$ cat config.mk
export PLATFORM = sky130hd
export DESIGN_NAME = code_lock_fsm_flat
export DESIGN_NICKNAME = d
export VERILOG_FILES = /design/src/rtl/code_lock_fsm_pkg.sv /design/src/rtl/code_lock_fsm_if.sv /design/src/rtl/code_lock_fsm_cyc_timer.sv /design/src/rtl/code_lock_fsm.sv /design/src/flat_wrapper.sv
export SDC_FILE = /design/constraint.sdc
export NUM_CORES = 1
export LEC_CHECK = 0
export CORE_MARGIN = 8
export CORE_UTILIZATION = 50
export DETAILED_ROUTE_END_ITERATION = 10
export MAX_ROUTING_LAYER = met4
export PLACE_DENSITY = 0.77
export SETUP_SLACK_MARGIN = 0.15
export SYNTH_ARGS = -nofsm -noshare
export SYNTH_HDL_FRONTEND = slang
export SYNTH_SLANG_ARGS = --single-unit
export TNS_END_PERCENT = 20
$ cat constraint.sdc
create_clock -name clk -period 4.7 [get_ports clk]
set_clock_uncertainty 0.1 [all_clocks]
set_input_delay 0.705 -clock clk [delete_from_list [all_inputs] [get_ports clk]]
set_output_delay 0.705 -clock clk [all_outputs]
set_load 0.05 [all_outputs]
$ cat src/rtl/code_lock_fsm_pkg.sv
// Shared types for the code lock: state encoding and a width helper for the window timer.
package code_lock_pkg;

  localparam int STATE_W = 2;

  typedef enum logic [STATE_W-1:0] {
    ARMED   = 2'b00,
    OPEN    = 2'b01,
    LOCKOUT = 2'b10
  } lock_state_e;

  // Wide enough to hold max(a,b)-1; never narrower than one bit.
  function automatic int timer_width(input int a, input int b);
    int m;
    m = (a > b) ? a : b;
    return (m > 1) ? $clog2(m) : 1;
  endfunction

endpackage

$ cat src/rtl/code_lock_fsm_if.sv
// Verdict handshake and lock status bundle; attempt_cnt exists only when CODE_LOCK_AUDIT_EN is defined.
interface code_lock_fsm_if #(
  parameter int RUN_W  = 2,
  parameter int FAIL_W = 3
) ();
  import code_lock_pkg::*;

  logic               in_valid;
  logic               match;
  logic               in_ready;
  logic               unlocked;
  logic               locked_out;
  logic               alarm;
  logic [RUN_W-1:0]   run_cnt;
  logic [FAIL_W-1:0]  fail_cnt;
  logic [STATE_W-1:0] state;
`ifdef CODE_LOCK_AUDIT_EN
  logic [7:0]         attempt_cnt;
`endif

  modport master (
    output in_valid, match,
    input  in_ready, unlocked, locked_out, alarm, run_cnt, fail_cnt, state
`ifdef CODE_LOCK_AUDIT_EN
    , input attempt_cnt
`endif
  );

  modport slave (
    input  in_valid, match,
    output in_ready, unlocked, locked_out, alarm, run_cnt, fail_cnt, state
`ifdef CODE_LOCK_AUDIT_EN
    , output attempt_cnt
`endif
  );

endinterface

$ cat src/rtl/code_lock_fsm_cyc_timer.sv
// Loadable down-counter that stops at zero; times both the OPEN and LOCKOUT windows.
module cyc_timer #(
  parameter int WIDTH = 4
) (
  input  logic             clk,
  input  logic             rst,
  input  logic             load_i,
  input  logic [WIDTH-1:0] value_i,
  input  logic             dec_i,
  output logic             zero_o
);

  logic [WIDTH-1:0] count_q;

  always_ff @(posedge clk or posedge rst) begin
    if (rst) begin
      count_q <= '0;
    end else if (load_i) begin
      count_q <= value_i;
    end else if (dec_i && (count_q != '0)) begin
      count_q <= count_q - 1'b1;
    end
  end

  assign zero_o = (count_q == '0);

endmodule

$ cat src/rtl/code_lock_fsm.sv
// Code lock: turns per-symbol match verdicts into timed unlock / lockout decisions.
// Define CODE_LOCK_AUDIT_EN to add the saturating attempt_cnt output.
module code_lock_fsm
  import code_lock_pkg::*;
#(
  parameter int MATCH_RUN   = 3,
  parameter int MAX_FAIL    = 4,
  parameter int OPEN_CYC    = 8,
  parameter int LOCKOUT_CYC = 16
) (
  input logic            clk,
  input logic            rst,
  code_lock_fsm_if.slave bus
);

  localparam int RUN_W  = $clog2(MATCH_RUN + 1);
  localparam int FAIL_W = $clog2(MAX_FAIL + 1);
  localparam int TMR_W  = timer_width(OPEN_CYC, LOCKOUT_CYC);

  lock_state_e       state_q, state_d;
  logic [RUN_W-1:0]  run_q, run_d;
  logic [FAIL_W-1:0] fail_q, fail_d;
  logic              unlocked_q, locked_out_q, alarm_q, alarm_d;
  logic              ready;
  logic              accept;
  logic              tmr_load, tmr_dec, tmr_zero;
  logic [TMR_W-1:0]  tmr_val;

  assign ready  = (state_q == ARMED);
  assign accept = bus.in_valid && ready;

  cyc_timer #(.WIDTH(TMR_W)) u_timer (
    .clk     (clk),
    .rst     (rst),
    .load_i  (tmr_load),
    .value_i (tmr_val),
    .dec_i   (tmr_dec),
    .zero_o  (tmr_zero)
  );

  always_comb begin
    state_d  = state_q;
    run_d    = run_q;
    fail_d   = fail_q;
    alarm_d  = 1'b0;
    tmr_load = 1'b0;
    tmr_val  = '0;
    tmr_dec  = 1'b0;
    case (state_q)
      ARMED: begin
        if (accept) begin
          if (bus.match) begin
            if (run_q == RUN_W'(MATCH_RUN - 1)) begin
              state_d  = OPEN;
              run_d    = '0;
              fail_d   = '0;
              tmr_load = 1'b1;
              tmr_val  = TMR_W'(OPEN_CYC - 1);
            end else begin
              run_d = run_q + 1'b1;
            end
          end else begin
            run_d = '0;
            if (fail_q == FAIL_W'(MAX_FAIL - 1)) begin
              state_d  = LOCKOUT;
              fail_d   = '0;
              alarm_d  = 1'b1;
              tmr_load = 1'b1;
              tmr_val  = TMR_W'(LOCKOUT_CYC - 1);
            end else begin
              fail_d = fail_q + 1'b1;
            end
          end
        end
      end
      OPEN, LOCKOUT: begin
        if (tmr_zero) begin
          state_d = ARMED;
        end else begin
          tmr_dec = 1'b1;
        end
      end
      default: begin
        // Unused encoding: fall back to a clean ARMED with the timer cleared.
        state_d  = ARMED;
        run_d    = '0;
        fail_d   = '0;
        tmr_load = 1'b1;
      end
    endcase
  end

  always_ff @(posedge clk or posedge rst) begin
    if (rst) begin
      state_q      <= ARMED;
      run_q        <= '0;
      fail_q       <= '0;
      unlocked_q   <= 1'b0;
      locked_out_q <= 1'b0;
      alarm_q      <= 1'b0;
    end else begin
      state_q      <= state_d;
      run_q        <= run_d;
      fail_q       <= fail_d;
      unlocked_q   <= (state_d == OPEN);
      locked_out_q <= (state_d == LOCKOUT);
      alarm_q      <= alarm_d;
    end
  end

`ifdef CODE_LOCK_AUDIT_EN
  logic [7:0] attempt_q;

  always_ff @(posedge clk or posedge rst) begin
    if (rst) begin
      attempt_q <= '0;
    end else if (accept && (attempt_q != 8'hFF)) begin
      attempt_q <= attempt_q + 1'b1;
    end
  end

  assign bus.attempt_cnt = attempt_q;
`endif

  assign bus.in_ready   = ready;
  assign bus.unlocked   = unlocked_q;
  assign bus.locked_out = locked_out_q;
  assign bus.alarm      = alarm_q;
  assign bus.run_cnt    = run_q;
  assign bus.fail_cnt   = fail_q;
  assign bus.state      = state_q;

endmodule
$ cat src/flat_wrapper.sv
// flat-port wrapper written by rule: the top's interface ports become plain ports
module code_lock_fsm_flat import code_lock_pkg::*;
#(
  parameter int MATCH_RUN   = 3,
  parameter int MAX_FAIL    = 4,
  parameter int OPEN_CYC    = 8,
  parameter int LOCKOUT_CYC = 16
)
  (clk, rst, bus_in_valid, bus_match, bus_in_ready, bus_unlocked, bus_locked_out, bus_alarm, bus_run_cnt, bus_fail_cnt, bus_state);
  code_lock_fsm_if bus_i ();
  input logic clk;
  input logic rst;
  input wire logic [$bits(bus_i.in_valid)-1:0] bus_in_valid;
  input wire logic [$bits(bus_i.match)-1:0] bus_match;
  output wire logic [$bits(bus_i.in_ready)-1:0] bus_in_ready;
  output wire logic [$bits(bus_i.unlocked)-1:0] bus_unlocked;
  output wire logic [$bits(bus_i.locked_out)-1:0] bus_locked_out;
  output wire logic [$bits(bus_i.alarm)-1:0] bus_alarm;
  output wire logic [$bits(bus_i.run_cnt)-1:0] bus_run_cnt;
  output wire logic [$bits(bus_i.fail_cnt)-1:0] bus_fail_cnt;
  output wire logic [$bits(bus_i.state)-1:0] bus_state;
  assign bus_i.in_valid = bus_in_valid;
  assign bus_i.match = bus_match;
  assign bus_in_ready = bus_i.in_ready;
  assign bus_unlocked = bus_i.unlocked;
  assign bus_locked_out = bus_i.locked_out;
  assign bus_alarm = bus_i.alarm;
  assign bus_run_cnt = bus_i.run_cnt;
  assign bus_fail_cnt = bus_i.fail_cnt;
  assign bus_state = bus_i.state;
  code_lock_fsm #(.MATCH_RUN(MATCH_RUN), .MAX_FAIL(MAX_FAIL), .OPEN_CYC(OPEN_CYC), .LOCKOUT_CYC(LOCKOUT_CYC)) u_core (.clk(clk), .rst(rst), .bus(bus_i));
endmodule
==> impl_results.rst, run 1 <==
.. list-table::
   :header-rows: 1

   * - Metric
     - Value
   * - Result of the run
     - completed
   * - Starting density of the core
     - 53.11%
   * - Total number of placement rows
     - 14
   * - FF/Latch Area
     - 350.3 µm²
   * - Remaining global-route overflow
     - 0
   * - Overall global routing resource usage
     - 10.88%
   * - Number of antenna violations at the first check in global routing
     - 0
   * - Count of yosys warnings during synthesis
     - 0
   * - WL final
     - 1501 µm
   * - Root buffer cell
     - clkbuf_4
   * - Total clock sinks
     - 14
   * - Core area
     - 1489 µm²
   * - Fraction of synthesized area in multiplexers
     - 3.956%
   * - Number of max-slew violations in the final report
     - 0
   * - Critical path data required time
     - 3890 ps
   * - Count of state elements after synthesis
     - 14
   * - CTS tree
     - built
   * - Area of combinational cells with multiple inputs
     - 405.4 µm²
   * - CTS Hold Bufs
     - 0
   * - Arrival time at the worst endpoint
     - 2000 ps
   * - Highest achievable clock rate
     - 0.3569 GHz
   * - Cell family contributing the most delay on the critical path
     - buffers and inverters
   * - Number of clock buffers inserted by TritonCTS
     - 3
   * - Crit start category
     - flop
   * - Standby leakage power
     - 0.4355 nW
   * - Total negative setup slack
     - 0 ps
   * - Number of synthesized flops with an enable pin
     - 0
   * - Cell area after technology mapping
     - 790.8 µm²
   * - Post-synth top area share
     - 44.30%
   * - Compound-gate portion of the synthesized area
     - 19.62%
   * - CTS HTree Levels
     - 1
   * - Die extent in y
     - 55.77 µm
   * - Top Ports
     - 15
   * - Clk slew on worst S/H paths
     - 80 ps
   * - Crit. End Element
     - primary output
   * - Max FO, Critical Path
     - 10
   * - Pre-CTS WS
     - 2207 ps
   * - Simple-gate share of the synthesized area
     - 19.15%
   * - Ordered cell list for the critical path
     - inv_1 > ha_1 > clkdlybuf4s50_1
   * - Count of input and output buffers
     - 14
   * - Final RePlAce weighted congestion
     - 0.7753
   * - Full die area
     - 3110 µm²
   * - Mean instance size in the synthesized netlist
     - 10.40 µm²
   * - Setup Buffers After CTS
     - 0
   * - Number of antenna-violating nets in the routed design
     - 0
   * - HPWL Detailed
     - 1146 µm
   * - Main combinational cell family by area after synthesis
     - compound AO/OA/AOI/OAI gates
   * - Top flip-flop cell by instance count after synthesis
     - dfrtp_1
   * - Slew @ Worst Pin
     - 518.2 ps
   * - Global-route wire length before repair
     - 2587 µm
   * - Final setup violation count
     - 0
   * - Total DRC errors in the routed layout
     - 0
   * - Post-cts resize count
     - 0
   * - Slowest-stage cell, CP
     - clkdlybuf4s50_1
   * - Peak supply drop
     - 0.0003819 V
   * - Number of buffers and inverters on the critical path
     - 2
   * - Vias in the first global route
     - 598
   * - CP peak stage delay
     - 870 ps
   * - Type of the worst setup path
     - reg -> out
   * - First-pass DRT Iterations
     - 4
   * - Post-Synth XOR/XNOR Area
     - 2.215%
   * - Number of inserted filler cells in the final layout
     - 107
   * - Power Density
     - 657.5 nW/µm²
   * - Width of the die
     - 55.77 µm
   * - Cell type with the highest aggregate area in the netlist
     - dfrtp_1
   * - Sequential cell area fraction in the yosys report
     - 44.30%
   * - Post-synthesis net count
     - 84
   * - Clock latency reported for the late side of the worst-skew pair
     - 280 ps
   * - Number of buffers between clock root and the deepest sink
     - 2
   * - Count of routing violations after the opening detailed-route iteration
     - 14
   * - Count of endpoints failing hold in the final timing report
     - 0
   * - Unrepaired setup endpoints after global routing
     - no
   * - Final period utilization
     - 59.62%
   * - Via count of the routed design
     - 589
   * - Vias per cell
     - 5.404
   * - Minimum period implied by the final worst setup slack
     - 2802 ps
   * - Type of the tightest min-delay check
     - reg -> reg
   * - Remaining max-slew budget at the tightest pin
     - 65.42%
   * - Max-cap check violation count
     - 0
   * - Post-synthesis cell count
     - 76
   * - Number of antenna diodes
     - 0
   * - Avg WL per Cell
     - 13.77 µm
   * - Top area cells in the synthesized netlist
     - dfrtp_1 44%, ha_1 6.3%, o21ai_0 3.8%
   * - Distinct cells, synth
     - 35
   * - Largest net degree at the start of global routing
     - 15
   * - Final Net Count
     - 102
   * - Adder-cell share of the synthesized area
     - 6.329%
   * - Layout cell share with drive strength beyond 1
     - 13.98%
   * - Final worst-path setup slack
     - 1898 ps
   * - Synthesis-to-layout area growth
     - 24.21%
   * - Asr flop ratio synth
     - 100.0%
## final cells by class
class	instances	share of cell area, %
Sequential cell	14	35.67
Tap cell	16	2.038
Clock buffer	4	3.694
Multi-Input combinational cell	53	41.27
Timing Repair Buffer	14	14.27
Inverter	8	3.057
## sequential cells by signal (all words and copies together) (netlist names)
register                flops
u_core.u_timer.count_q      4
u_core.bus.fail_cnt         3
u_core.bus.run_cnt          2
u_core.bus.state            2
u_core.bus.alarm            1
u_core.bus.locked_out       1
u_core.bus.unlocked         1
## where the power goes
part / leakage, nW / switching (W) / internal, W
Clock: 0.0210 / 0.0000371 / 0.0000471
Sequential: 0.182 / 0.0000369 / 0.000160
Combinational: 0.233 / 0.000226 / 0.000139
## metal layers
layer / share of wire, % / up-vias / GRT usage (%) / wire length, µm
li1: - / 300 / - / -
met1: 50 / 275 / 12.27 / 754
met2: 43 / 12 / 15.38 / 647
met3: 5.2 / 2 / 5.708 / 78
met4: 1.4 / 0 / 5.282 / 21
met5: 0 / - / - / 0
## synth_stat cells (all sizes together), types with 2 or more instances
cell    number
dfrtp       14
inv          8
o21ai        6
nand2        5
a21oi        4
ha           4
nor2         3
nor3         3
and2         2
and2b        2
mux2i        2
nand2b       2
nor2b        2
## worst paths after layout
path                                   startpoint                        end  slack (ps)  cells after the start
min in group asynchronous                     rst      u_core.bus.run_cnt[0]         660                      2
max in group asynchronous                     rst     u_core.bus.fail_cnt[0]        3490                      2
max                           u_core.bus.state[1]               bus_in_ready        1900                      3
max reg2reg                   u_core.bus.state[1]  u_core.u_timer.count_q[3]        2870                      6
min                        u_core.bus.fail_cnt[0]     u_core.bus.fail_cnt[0]         430                      1
min reg2reg                u_core.bus.fail_cnt[0]     u_core.bus.fail_cnt[0]         430                      1
## kinds of logic after synthesis
family | count (synthesis)
buffers and inverters | 9
xor gates and xnor gates | 2
adders and majority gates | 4
AOI/OAI and AO/OA | 20
muxes | 3
DFF | 14
and+or+nand+nor | 24
## through the flow
stage / util [%] / instances / instance area (µm²) / total power (W) / hold WS (ps)
2_1_floorplan: - / 76 / 790.8 / 0.0004649 / 494.2
3_3_place_gp: 63.53 / 105 / 945.9 / 0.0005559 / 404.3
3_5_place_dp: 63.53 / 105 / 945.9 / 0.0005645 / 417.7
4_1_cts: 65.97 / 109 / 982.2 / 0.0006529 / 428.4
5_1_grt: 65.97 / 109 / 982.2 / 0.0006952 / 448.6
6_report: 65.97 / 109 / 982.2 / 0.0006458 / 426.7
## cells in the final DEF, fill, tap and decap left out, types with 2 or more instances in the layout
cell type and count:
nor3_1 3, a21oi_1 3, clkdlybuf4s50_1 14, nor2b_1 2
inv_1 8, dfrtp_1 14, ha_1 4, mux2i_1 2
nand2_1 5, o21ai_0 6, nand2b_1 2, nor2_1 3
clkbuf_4 3
(Power assumes the default switching activity.)
==> inputs of run 2 (changes only) <==
Settings changed: CORE_UTILIZATION 50 to 49, PLACE_DENSITY 0.77 to 0.76.
Clock period 4.7 ns to 2.85 ns, I/O delays scaled along.
==> impl_results.rst, run 2 (synthesis gave the netlist of run 1 again) <==
.. list-table::
   :header-rows: 1

   * - Metric
     - Value
   * - Post-cts resize count
     - 0 (unchanged)
   * - Overall global routing resource usage
     - 10.89% (about the same)
   * - Remaining global-route overflow
     - 0 (unchanged)
   * - Total number of placement rows
     - 14 (unchanged)
   * - Crit. End Element
     - primary output
   * - Synthesis-to-layout area growth
     - 22.47%
   * - Layout cell share with drive strength beyond 1
     - 13.04% (-0.94 points)
   * - Final Net Count
     - 102 (unchanged)
   * - Number of antenna diodes
     - 0 (unchanged)
   * - Count of input and output buffers
     - 14 (unchanged)
   * - Final period utilization
     - 87.44%
   * - Avg WL per Cell
     - 14.99 µm (+8.9%)
   * - Number of inserted filler cells in the final layout
     - 139 (+30%)
   * - Ordered cell list for the critical path
     - inv_1 > ha_1 > clkdlybuf4s50_1
   * - Final setup violation count
     - 0 (unchanged)
   * - Standby leakage power
     - 0.4283 nW (-1.7%)
   * - Top Ports
     - 15 (unchanged)
   * - Via count of the routed design
     - 610 (+3.6%)
   * - Vias in the first global route
     - 604 (+1.0%)
   * - Peak supply drop
     - 0.0005821 V (+52%)
   * - Crit start category
     - flop
   * - WL final
     - 1619 µm (+7.9%)
   * - First-pass DRT Iterations
     - 4 (unchanged)
   * - Post-layout util
     - 64.29% (-1.7 points)
   * - Critical path data required time
     - 2320 ps (-1570 ps)
   * - Number of buffers between clock root and the deepest sink
     - 2 (unchanged)
   * - Largest net degree at the start of global routing
     - 15 (unchanged)
   * - Die extent in y
     - 56.17 µm (+0.72%)
   * - Number of antenna violations at the first check in global routing
     - 0 (unchanged)
   * - Total DRC errors in the routed layout
     - 0 (unchanged)
   * - Max FO, Critical Path
     - 10 (unchanged)
   * - Core area
     - 1506 µm² (+1.2%)
   * - Number of antenna-violating nets in the routed design
     - 0 (unchanged)
   * - Count of routing violations after the opening detailed-route iteration
     - 12 (-2)
   * - Clock latency reported for the late side of the worst-skew pair
     - 270 ps (about the same)
   * - Result of the run
     - completed
   * - Start point of the critical path
     - u_core.bus.state[1]
   * - Clk slew on worst S/H paths
     - 80 ps (about the same)
   * - Count of endpoints failing hold in the final timing report
     - 0 (unchanged)
   * - Remaining max-slew budget at the tightest pin
     - 64.83% (-0.59 points)
   * - CTS HTree Levels
     - 1 (unchanged)
   * - Flip-flop count of the largest register, all copies and words added
     - 4 (unchanged)
   * - Power Density
     - 1073 nW/µm² (+63%)
   * - Max-cap check violation count
     - 0 (unchanged)
   * - Crit Reg-Reg Endpoint
     - u_core.u_timer.count_q[3]
   * - Slowest-stage cell, CP
     - clkdlybuf4s50_1
   * - Total clock sinks
     - 14 (unchanged)
   * - Number of clock buffers inserted by TritonCTS
     - 3 (unchanged)
   * - Number of cells on the worst reg-to-reg path
     - 6 (unchanged)
   * - Number of max-slew violations in the final report
     - 0 (unchanged)
   * - Final RePlAce weighted congestion
     - 0.8381 (+8.1%)
   * - Root buffer cell
     - clkbuf_4
   * - CTS tree
     - built
   * - CTS Hold Bufs
     - 0 (unchanged)
   * - HPWL Detailed
     - 1218 µm (+6.3%)
   * - Unrepaired setup endpoints after global routing
     - no
   * - Width of the die
     - 56.17 µm (+0.72%)
   * - Leading cell types in the layout, fill and taps excluded
     - 14 x clkdlybuf4s50_1, 14 x dfrtp_1, 8 x inv_1
   * - Highest achievable clock rate
     - 0.4013 GHz
   * - Reg-to-reg startpoint
     - u_core.bus.state[1]
   * - Type of the tightest min-delay check
     - in -> async
   * - Setup Buffers After CTS
     - 0 (unchanged)
   * - Slack of the worst reg-to-reg path
     - 1090 ps (-1780 ps)
   * - Global-route wire length before repair
     - 2739 µm (+5.9%)
   * - Full die area
     - 3155 µm² (+1.4%)
   * - Starting density of the core
     - 52.49% (-0.62 points)
   * - Type of the worst setup path
     - reg -> out
   * - CP peak stage delay
     - 870 ps (about the same)
   * - Vias per cell
     - 5.648 (+4.5%)
   * - Capture point of the worst path
     - bus_in_ready
   * - Arrival time at the worst endpoint
     - 1960 ps (-40 ps)
   * - Total negative setup slack
     - 0 ps (unchanged)
   * - Minimum period implied by the final worst setup slack
     - 2492 ps
   * - Slew @ Worst Pin
     - 525.9 ps (+7.733 ps)
   * - Register with the most flip-flops
     - u_core.u_timer.count_q
## run 2: routing by layer
layer  share of wire, %  up-vias  GRT usage (%)
met4                1.8        0          6.186
met3                8.6        4          5.023
met1                 47      288          13.27
li1                   -      300              -
met2                 43       18          14.26
met5                  0        -              -
## run 2: worst min path at each step
| stage | endpoint | slack [ps] | cells past startpoint |
|---|---|---|---|
| 3_5_place_dp | u_core.bus.fail_cnt[0] | 420 | 1 |
| 3_3_place_gp | u_core.bus.fail_cnt[0] | 390 | 1 |
| 5_1_grt | u_core.bus.fail_cnt[0] | 450 | 1 |
| 6_report | u_core.bus.locked_out | 380 | 2 |
| 4_1_cts | u_core.bus.fail_cnt[1] | 400 | 2 |
| 2_1_floorplan | u_core.bus.alarm | 220 | 1 |
## run 2: critical path: cells and delay by family, from the launching register on
kind	cells	cell delay, ps
buffers and inverters	2	940
adders and majority gates	1	330
DFF	1	420
## run 2: final cells by class
class | count | area, µm² | area share [%]
well taps | 16 | 20.02 | 2.067
clock buffers | 3 | 22.52 | 2.326
inverters | 8 | 30.03 | 3.101
multi-input cells | 53 | 405.4 | 41.86
repair buffers | 14 | 140.1 | 14.47
flip-flops and latches | 14 | 350.3 | 36.18
## run 2: report_power, final
group / total, W / internal [W] / switching [W]
clock: 0.000107 / 0.0000490 / 0.0000584
combinational: 0.000606 / 0.000230 / 0.000377
sequential: 0.000325 / 0.000264 / 0.0000618
total: 0.00104 / 0.000542 / 0.000497
## run 2: stage by stage
| step | cell area, µm² | hold WS, ps | instances | setup WS, ps | total power (W) |
|---|---|---|---|---|---|
| 2_1_floorplan | 790.8 | 216.7 | 76 | 640.7 | 0.0007666 |
| 3_3_place_gp | 945.9 | 389.6 | 105 | 680.4 | 0.0009191 |
| 3_5_place_dp | 945.9 | 415.4 | 105 | 654.7 | 0.0009378 |
| 4_1_cts | 968.4 | 397.6 | 108 | 346.8 | 0.001048 |
| 5_1_grt | 968.4 | 451.3 | 108 | 242.0 | 0.001107 |
| 6_report | 968.4 | 382.9 | 108 | 358.1 | 0.001039 |
